**config.mk**
```make
export PLATFORM = sky130hd
export DESIGN_NAME = maze_game_core
export DESIGN_NICKNAME = d
export VERILOG_FILES = /design/src/rtl/maze_game_core.sv
export SDC_FILE = /design/constraint.sdc
export NUM_CORES = 1
export LEC_CHECK = 0
export ABC_CLOCK_PERIOD_IN_PS = 18000
export CAP_MARGIN = 0
export CORE_MARGIN = 4
export CORE_UTILIZATION = 30
export CTS_CLUSTER_DIAMETER = 80
export CTS_CLUSTER_SIZE = 10
export DETAILED_ROUTE_END_ITERATION = 8
export GPL_ROUTABILITY_DRIVEN = 0
export HOLD_SLACK_MARGIN = 0.05
export SYNTH_ARGS = -nofsm -noshare
export SYNTH_HDL_FRONTEND = slang
export SYNTH_SLANG_ARGS = --single-unit
```
**constraint.sdc**
```tcl
create_clock -name clk -period 18 [get_ports clk]
set_input_delay 5.4 -clock clk [delete_from_list [all_inputs] [get_ports clk]]
set_output_delay 5.4 -clock clk [all_outputs]
set_load 0.005 [all_outputs]
```
**src/rtl/maze_game_core.sv**
```systemverilog
// rtl/maze_game_core.sv - maze player movement, cell scoring and completion (optional timer: MAZE_TIMER_EN)
module maze_game_core #(
  parameter int GRID_W        = 10,
  parameter int GRID_H        = 15,
  parameter int CELL_BITS     = 5,
  parameter int SPEED         = 4,
  parameter int TICKS_PER_SEC = 50000000,
  parameter int START_SCORE   = 150,
  localparam int XW = $clog2(GRID_W) + CELL_BITS,
  localparam int YW = $clog2(GRID_H) + CELL_BITS
) (
  input  logic                               clk,
  input  logic                               rst,
  input  logic                               enable,
  input  logic [3:0]                         btn,
  input  logic [(GRID_H+1)*GRID_W-1:0]       h_walls,
  input  logic [GRID_H*(GRID_W+1)-1:0]       v_walls,
  input  logic [2*GRID_W*GRID_H-1:0]         food,
  output logic [XW-1:0]                      pos_x,
  output logic [YW-1:0]                      pos_y,
  output logic [1:0]                         direction,
  output logic [15:0]                        score,
  output logic [15:0]                        final_score,
  output logic                               done
);

  localparam int NCELL = GRID_W * GRID_H;
  localparam int CW    = $clog2(SPEED + 1);
  localparam logic [XW-1:0] X_MAX = XW'((GRID_W - 1) << CELL_BITS);
  localparam logic [YW-1:0] Y_MAX = YW'((GRID_H - 1) << CELL_BITS);

  logic [3:0]       btn_q;
  logic [CW-1:0]    step_cnt;
  logic [NCELL-1:0] visited;
  logic             tick;
  logic             aligned;
  int               cx;
  int               cy;
  int               cell_idx;
  logic [3:0]       free;
  logic             vis_bit;
  logic [1:0]       food_code;
  logic [16:0]      score_sum;
  logic [1:0]       new_dir;
  logic             move;
  logic [XW-1:0]    nx;
  logic [YW-1:0]    ny;
  logic [15:0]      final_calc;

  assign tick    = (step_cnt == '0) && enable && !done;
  assign aligned = (pos_x[CELL_BITS-1:0] == '0) && (pos_y[CELL_BITS-1:0] == '0);

  // Decode current cell, the wall around it, its food and visited state
  always_comb begin
    logic [GRID_H*(GRID_W+1)-1:0] v_sh0;
    logic [GRID_H*(GRID_W+1)-1:0] v_sh2;
    logic [(GRID_H+1)*GRID_W-1:0] h_sh1;
    logic [(GRID_H+1)*GRID_W-1:0] h_sh3;
    logic [NCELL-1:0]             vis_sh;
    logic [2*NCELL-1:0]           food_sh;
    cx        = int'(pos_x[XW-1:CELL_BITS]);
    cy        = int'(pos_y[YW-1:CELL_BITS]);
    cell_idx  = cy * GRID_W + cx;
    v_sh0     = v_walls >> (cy * (GRID_W + 1) + cx + 1);
    h_sh1     = h_walls >> ((cy + 1) * GRID_W + cx);
    v_sh2     = v_walls >> (cy * (GRID_W + 1) + cx);
    h_sh3     = h_walls >> (cy * GRID_W + cx);
    free      = {~h_sh3[0], ~v_sh2[0], ~h_sh1[0], ~v_sh0[0]};
    vis_sh    = visited >> cell_idx;
    vis_bit   = vis_sh[0];
    food_sh   = food >> (2 * cell_idx);
    food_code = food_sh[1:0];
    score_sum = {1'b0, score} + (17'd1 << (2 * food_code));
  end

  // Choose heading and next pixel position; lowest free pressed button wins, edges clamp
  always_comb begin
    new_dir = direction;
    move    = 1'b1;
    nx      = pos_x;
    ny      = pos_y;
    if (aligned) begin
      for (int i = 3; i >= 0; i--) begin
        if (btn_q[i] && free[i]) new_dir = 2'(i);
      end
      move = free[new_dir];
    end
    if (move) begin
      case (new_dir)
        2'd0: if (pos_x < X_MAX) nx = pos_x + 1'b1;
        2'd1: if (pos_y < Y_MAX) ny = pos_y + 1'b1;
        2'd2: if (pos_x != '0)   nx = pos_x - 1'b1;
        default: if (pos_y != '0) ny = pos_y - 1'b1;
      endcase
    end
  end

  // Buttons are registered once before any decision uses them
  always_ff @(posedge clk) begin
    if (rst) btn_q <= '0;
    else     btn_q <= btn;
  end

  // Step divider counts down and wraps; held while disabled
  always_ff @(posedge clk) begin
    if (rst)                step_cnt <= CW'(SPEED - 1);
    else if (enable)        step_cnt <= (step_cnt == '0) ? CW'(SPEED - 1) : step_cnt - 1'b1;
  end

  // Player position and heading advance only on step ticks
  always_ff @(posedge clk) begin
    if (rst) begin
      pos_x     <= '0;
      pos_y     <= '0;
      direction <= 2'd2;
    end else if (tick) begin
      pos_x     <= nx;
      pos_y     <= ny;
      direction <= new_dir;
    end
  end

  // First aligned visit of a cell marks it and adds its food value, saturating
  always_ff @(posedge clk) begin
    if (rst) begin
      visited <= '0;
      score   <= 16'(START_SCORE);
    end else if (enable && !done && aligned && !vis_bit) begin
      visited <= visited | ({{(NCELL-1){1'b0}}, 1'b1} << cell_idx);
      score   <= score_sum[16] ? 16'hFFFF : score_sum[15:0];
    end
  end

  // Completion flag is sticky until reset
  always_ff @(posedge clk) begin
    if (rst)             done <= 1'b0;
    else if (&visited)   done <= 1'b1;
  end

`ifdef MAZE_TIMER_EN
  localparam int TW = $clog2(TICKS_PER_SEC + 1);
  logic [TW-1:0] sec_cnt;
  logic [15:0]   seconds;

  // Elapsed-seconds counter over enabled, unfinished cycles
  always_ff @(posedge clk) begin
    if (rst) begin
      sec_cnt <= '0;
      seconds <= '0;
    end else if (enable && !done) begin
      if (sec_cnt == TW'(TICKS_PER_SEC - 1)) begin
        sec_cnt <= '0;
        if (seconds != 16'hFFFF) seconds <= seconds + 1'b1;
      end else begin
        sec_cnt <= sec_cnt + 1'b1;
      end
    end
  end

  assign final_calc = (score > seconds) ? score - seconds : 16'd0;
`else
  assign final_calc = score;
`endif

  // Displayed score tracks until the maze is finished, then holds
  always_ff @(posedge clk) begin
    if (rst)        final_score <= '0;
    else if (!done) final_score <= final_calc;
  end

endmodule

```
==> impl_summary.txt <==
----------------------------------------------------
[Status]
  Status ... completed

[Timing]
  Count of endpoints failing setup in the final report ... 0
  Hold violation count in the final report ... 0
  Number of slew-limit violations in the final report ... 0
  Period Utilization, post-route ... just under 60%
  Final total negative setup slack ... 0 ns
  Maximum clock skew at final layout ... 0.01613 ns
  Clock period minus final worst setup slack ... 10.41 ns
  Hold Slack ... 0.4750 ns
  Maximum clock frequency ... 0.09606 GHz
  Max-slew headroom at the worst pin ... 20.73%
  Slew at the pin with the worst max-slew slack ... 1.177 ns
  RSZ-0062 raised after global routing ... no

[Yosys]
  Post-synth EDFFs ... 0
  Mean instance size in the synthesized netlist ... 10.38 um^2
  Post-synthesis async set-or-reset flop share ... 0%
  Count of different cell masters after synthesis ... between 100 and 150
  Number of cells produced by synthesis ... 1,902
  Post-Syn Nets ... 2,590
  Post-synthesis sequential area ratio ... 21.29%
  Netlist Area Pre-Place ... around 20,000 um^2
  Most common flop cell mapped by yosys ... dfxtp_1
  YS warnings ... 0
  Yosys reg bits ... between 200 and 250

[Setup path]
  Maximum fanout along the worst path ... 8
  Data arrival, critical path ... about 11 ns
  CP required ... 18.44 ns
  Type of element launching the critical path ... input pin
  Crit. End Element ... flop
  Kind of critical path ... in2reg

[GRT]
  Initial antenna violation count ... 19
  Met2 track utilization from global routing ... 40.54%
  Overall routing resource usage ... 23.19%
  Total gr overflow ... 0
  Largest net degree at the start of global routing ... 109
  First-pass GRT wire length ... 127,200 um
  Busiest layer in global routing ... met2
  Global Route met3 Usage ... 4.075%
  Global routing usage on met1 ... 29.41%
  Vias in the first global route ... just over 20,000

[Finish]
  Fraction of layout instances using a drive strength above 1 ... 16.62%
  Area Growth Syn to Fin ... 40.65%
  Filler cell count ... 6,077
  Number of nets in the finished design ... 3,171

[Power]
  Leakage power of the design ... 9.582 nW
  Worst VDD drop ... approximately 0.054 mV
  Power per standard cell area ... between 40 and 50 nW/um^2

[Die]
  Die Outline Area ... between 60,000 and 70,000 um^2
  DIE WIDTH ... 264.5 um
  Effective utilization at floorplan ... 30.46%
  Die Height ... 264.5 um
  Count of standard-cell rows ... 93
  Placeable core area ... 64,810 um^2
  Count of boundary I/O pins ... 685

[Job]
  Max-capacitance violation count ... 0

[Clocking]
  Htree depth ... 1
  Clock root buffer master ... clkbuf_16
  Inserted Clock Buffers ... 25
  Clock-pin slew on the worst setup and hold paths ... 0.06 ns
  CTS Buffer Depth ... 3
  CTS tree ... built
  Count of clock tree sinks ... 210
  Post-CTS setup buffer count ... 0
  Clock latency on the worst-skew pair ... around 0.55 ns
  # resized after CTS ... 0
  Cts-stage hold buffer count ... 0

[Routing]
  Number of DRC markers in iteration 0 ... 1,922
  Via-to-Cell Ratio ... 5.918
  DRC violation count after routing ... 0
  Number of search-and-repair iterations in the first detailed-routing pass ... 6
  Wirelength, routed ... around 86,000 um
  Detailed-route wire length per cell ... between 20 and 30 um
  Detailed-route via count ... 19,860
  Residual antenna-violating net count after detailed routing ... 0

[Worst hold path]
  Path type of the worst min-delay path ... reg2reg

[Place]
  Post-DP HPWL ... roughly 68,000 um
  Port Buffers ... 684

----------------------------------------------------
-- through the flow --
step                      power [W]  cells  instance area (um^2)  worst slack (ns)  util (%)
after floorplan           0.0005725   1902                 19740             8.090         -
after global placement    0.0007452   3311                 27070             7.111     41.76
after detailed placement  0.0007500   3311                 27070             7.106     41.76
after CTS                  0.001198   3340                 27730             7.676     42.78
after global routing       0.001231   3355                 27770             7.216     42.84
final                      0.001188   3356                 27770             7.590     42.85
-- registers in the layout, indices dropped and copies added, names as in the netlist --
register / flops
btn_q: 4
direction: 2
done: 1
final_score: 16
pos_x: 9
pos_y: 9
score: 16
step_cnt: 3
visited: 150
-- synth_stat cells, types with 27 or more instances --
cell type / count / area share, %
ha_1: 48 / 3.0
inv_1: 38 / 0.72
mux4_2: 288 / 33
dfxtp_1: 210 / 21
clkbuf_1: 72 / 1.4
nor3_1: 32 / 0.81
o21a_1: 30 / 1.1
a31oi_1: 62 / 2.0
o21ai_0: 35 / 0.89
mux2i_1: 58 / 2.9
a21oi_1: 115 / 2.9
nor2_1: 262 / 5.0
nor2b_1: 27 / 0.86
nand2_1: 90 / 1.7
buf_2: 41 / 1.0
nand3_1: 67 / 1.7
nand4_1: 47 / 1.5
-- logic make-up (layout without fill, tap and decap cells) --
group | count (synthesis) | count (layout) | share of synthesized area, %
xor gates and xnor gates | 37 | 37 | 1.850
buffers and inverters | 199 | 782 | 5.311
DFF | 210 | 210 | 21.29
adders and majority gates | 56 | 56 | 3.853
AOI/OAI and AO/OA | 386 | 386 | 13.31
other | 0 | 16 | 0
and+or+nand+nor | 641 | 641 | 15.83
muxes | 373 | 373 | 38.55
-- final cells by class --
type	count	area [um^2]	area share (%)
inverters	39	146.4	0.5271
flip-flops and latches	210	4208	15.15
diodes	16	40.04	0.1442
multi-input cells	1493	14560	52.43
repair buffers	714	7082	25.50
clock buffers	26	629.4	2.266
clock inverters	3	35.03	0.1262
well taps	855	1070	3.852
-- worst paths after layout --
kind,endpoint,slack (ns),from,cells after the start
worst max-delay path,pos_y[8],7.59,h_walls[5],23
worst min-delay path,step_cnt[1],0.48,step_cnt[1],2
worst max register to register,pos_y[8],9.82,pos_y[7],28
worst min register to register,step_cnt[1],0.48,step_cnt[1],2
-- placed cells by master (no fill, tap or decap), types with 22 or more instances in the layout --
cell type	n
nor2b_1	27
o21ai_0	34
nor2_1	261
ha_1	45
clkbuf_16	25
nand2_1	90
nor3_1	32
mux2i_1	58
dfxtp_1	209
buf_4	30
a21oi_1	115
nand3_1	67
and3_1	22
a31oi_1	62
clkdlybuf4s50_1	683
mux4_2	288
nand4_1	47
o21a_1	30
nor4_1	22
inv_1	38
-- routing by layer --
layer / share of wire, % / vias to the layer above
met4: 3.6 / 2
met2: 49 / 1128
li1: - / 8734
met1: 39 / 9848
met5: 0.015 / -
met3: 8.4 / 149
-- report_power, final --
part / internal (W) / total, W / switching [W]
Sequential: 0.000468 / 0.000472 / 0.00000381
Combinational: 0.000184 / 0.000271 / 0.0000864
Clock: 0.000247 / 0.000446 / 0.000198
-- worst max-delay path, cell delays in order --
cell             delay [ns]
clkdlybuf4s50_1        0.46
mux4_2                 0.46
nand3_1                0.10
nand4_1                0.20
and3_1                 0.24
o2111ai_1              0.19
nand3_1                0.31
o32ai_1                0.37
a21oi_1                0.11
a21oi_1                0.28
and2_1                 0.29
nand2_1                0.24
ha_1                   0.40
nor2b_1                0.14
o21ai_0                0.08
nand2b_1               0.11
a21oi_1                0.08
o21bai_1               0.20
a21o_1                 0.16
a21oi_1                0.08
or3b_1                 0.35
a211oi_1               0.26
mux2_1                 0.34
Power figures use the tool's default switching activity.
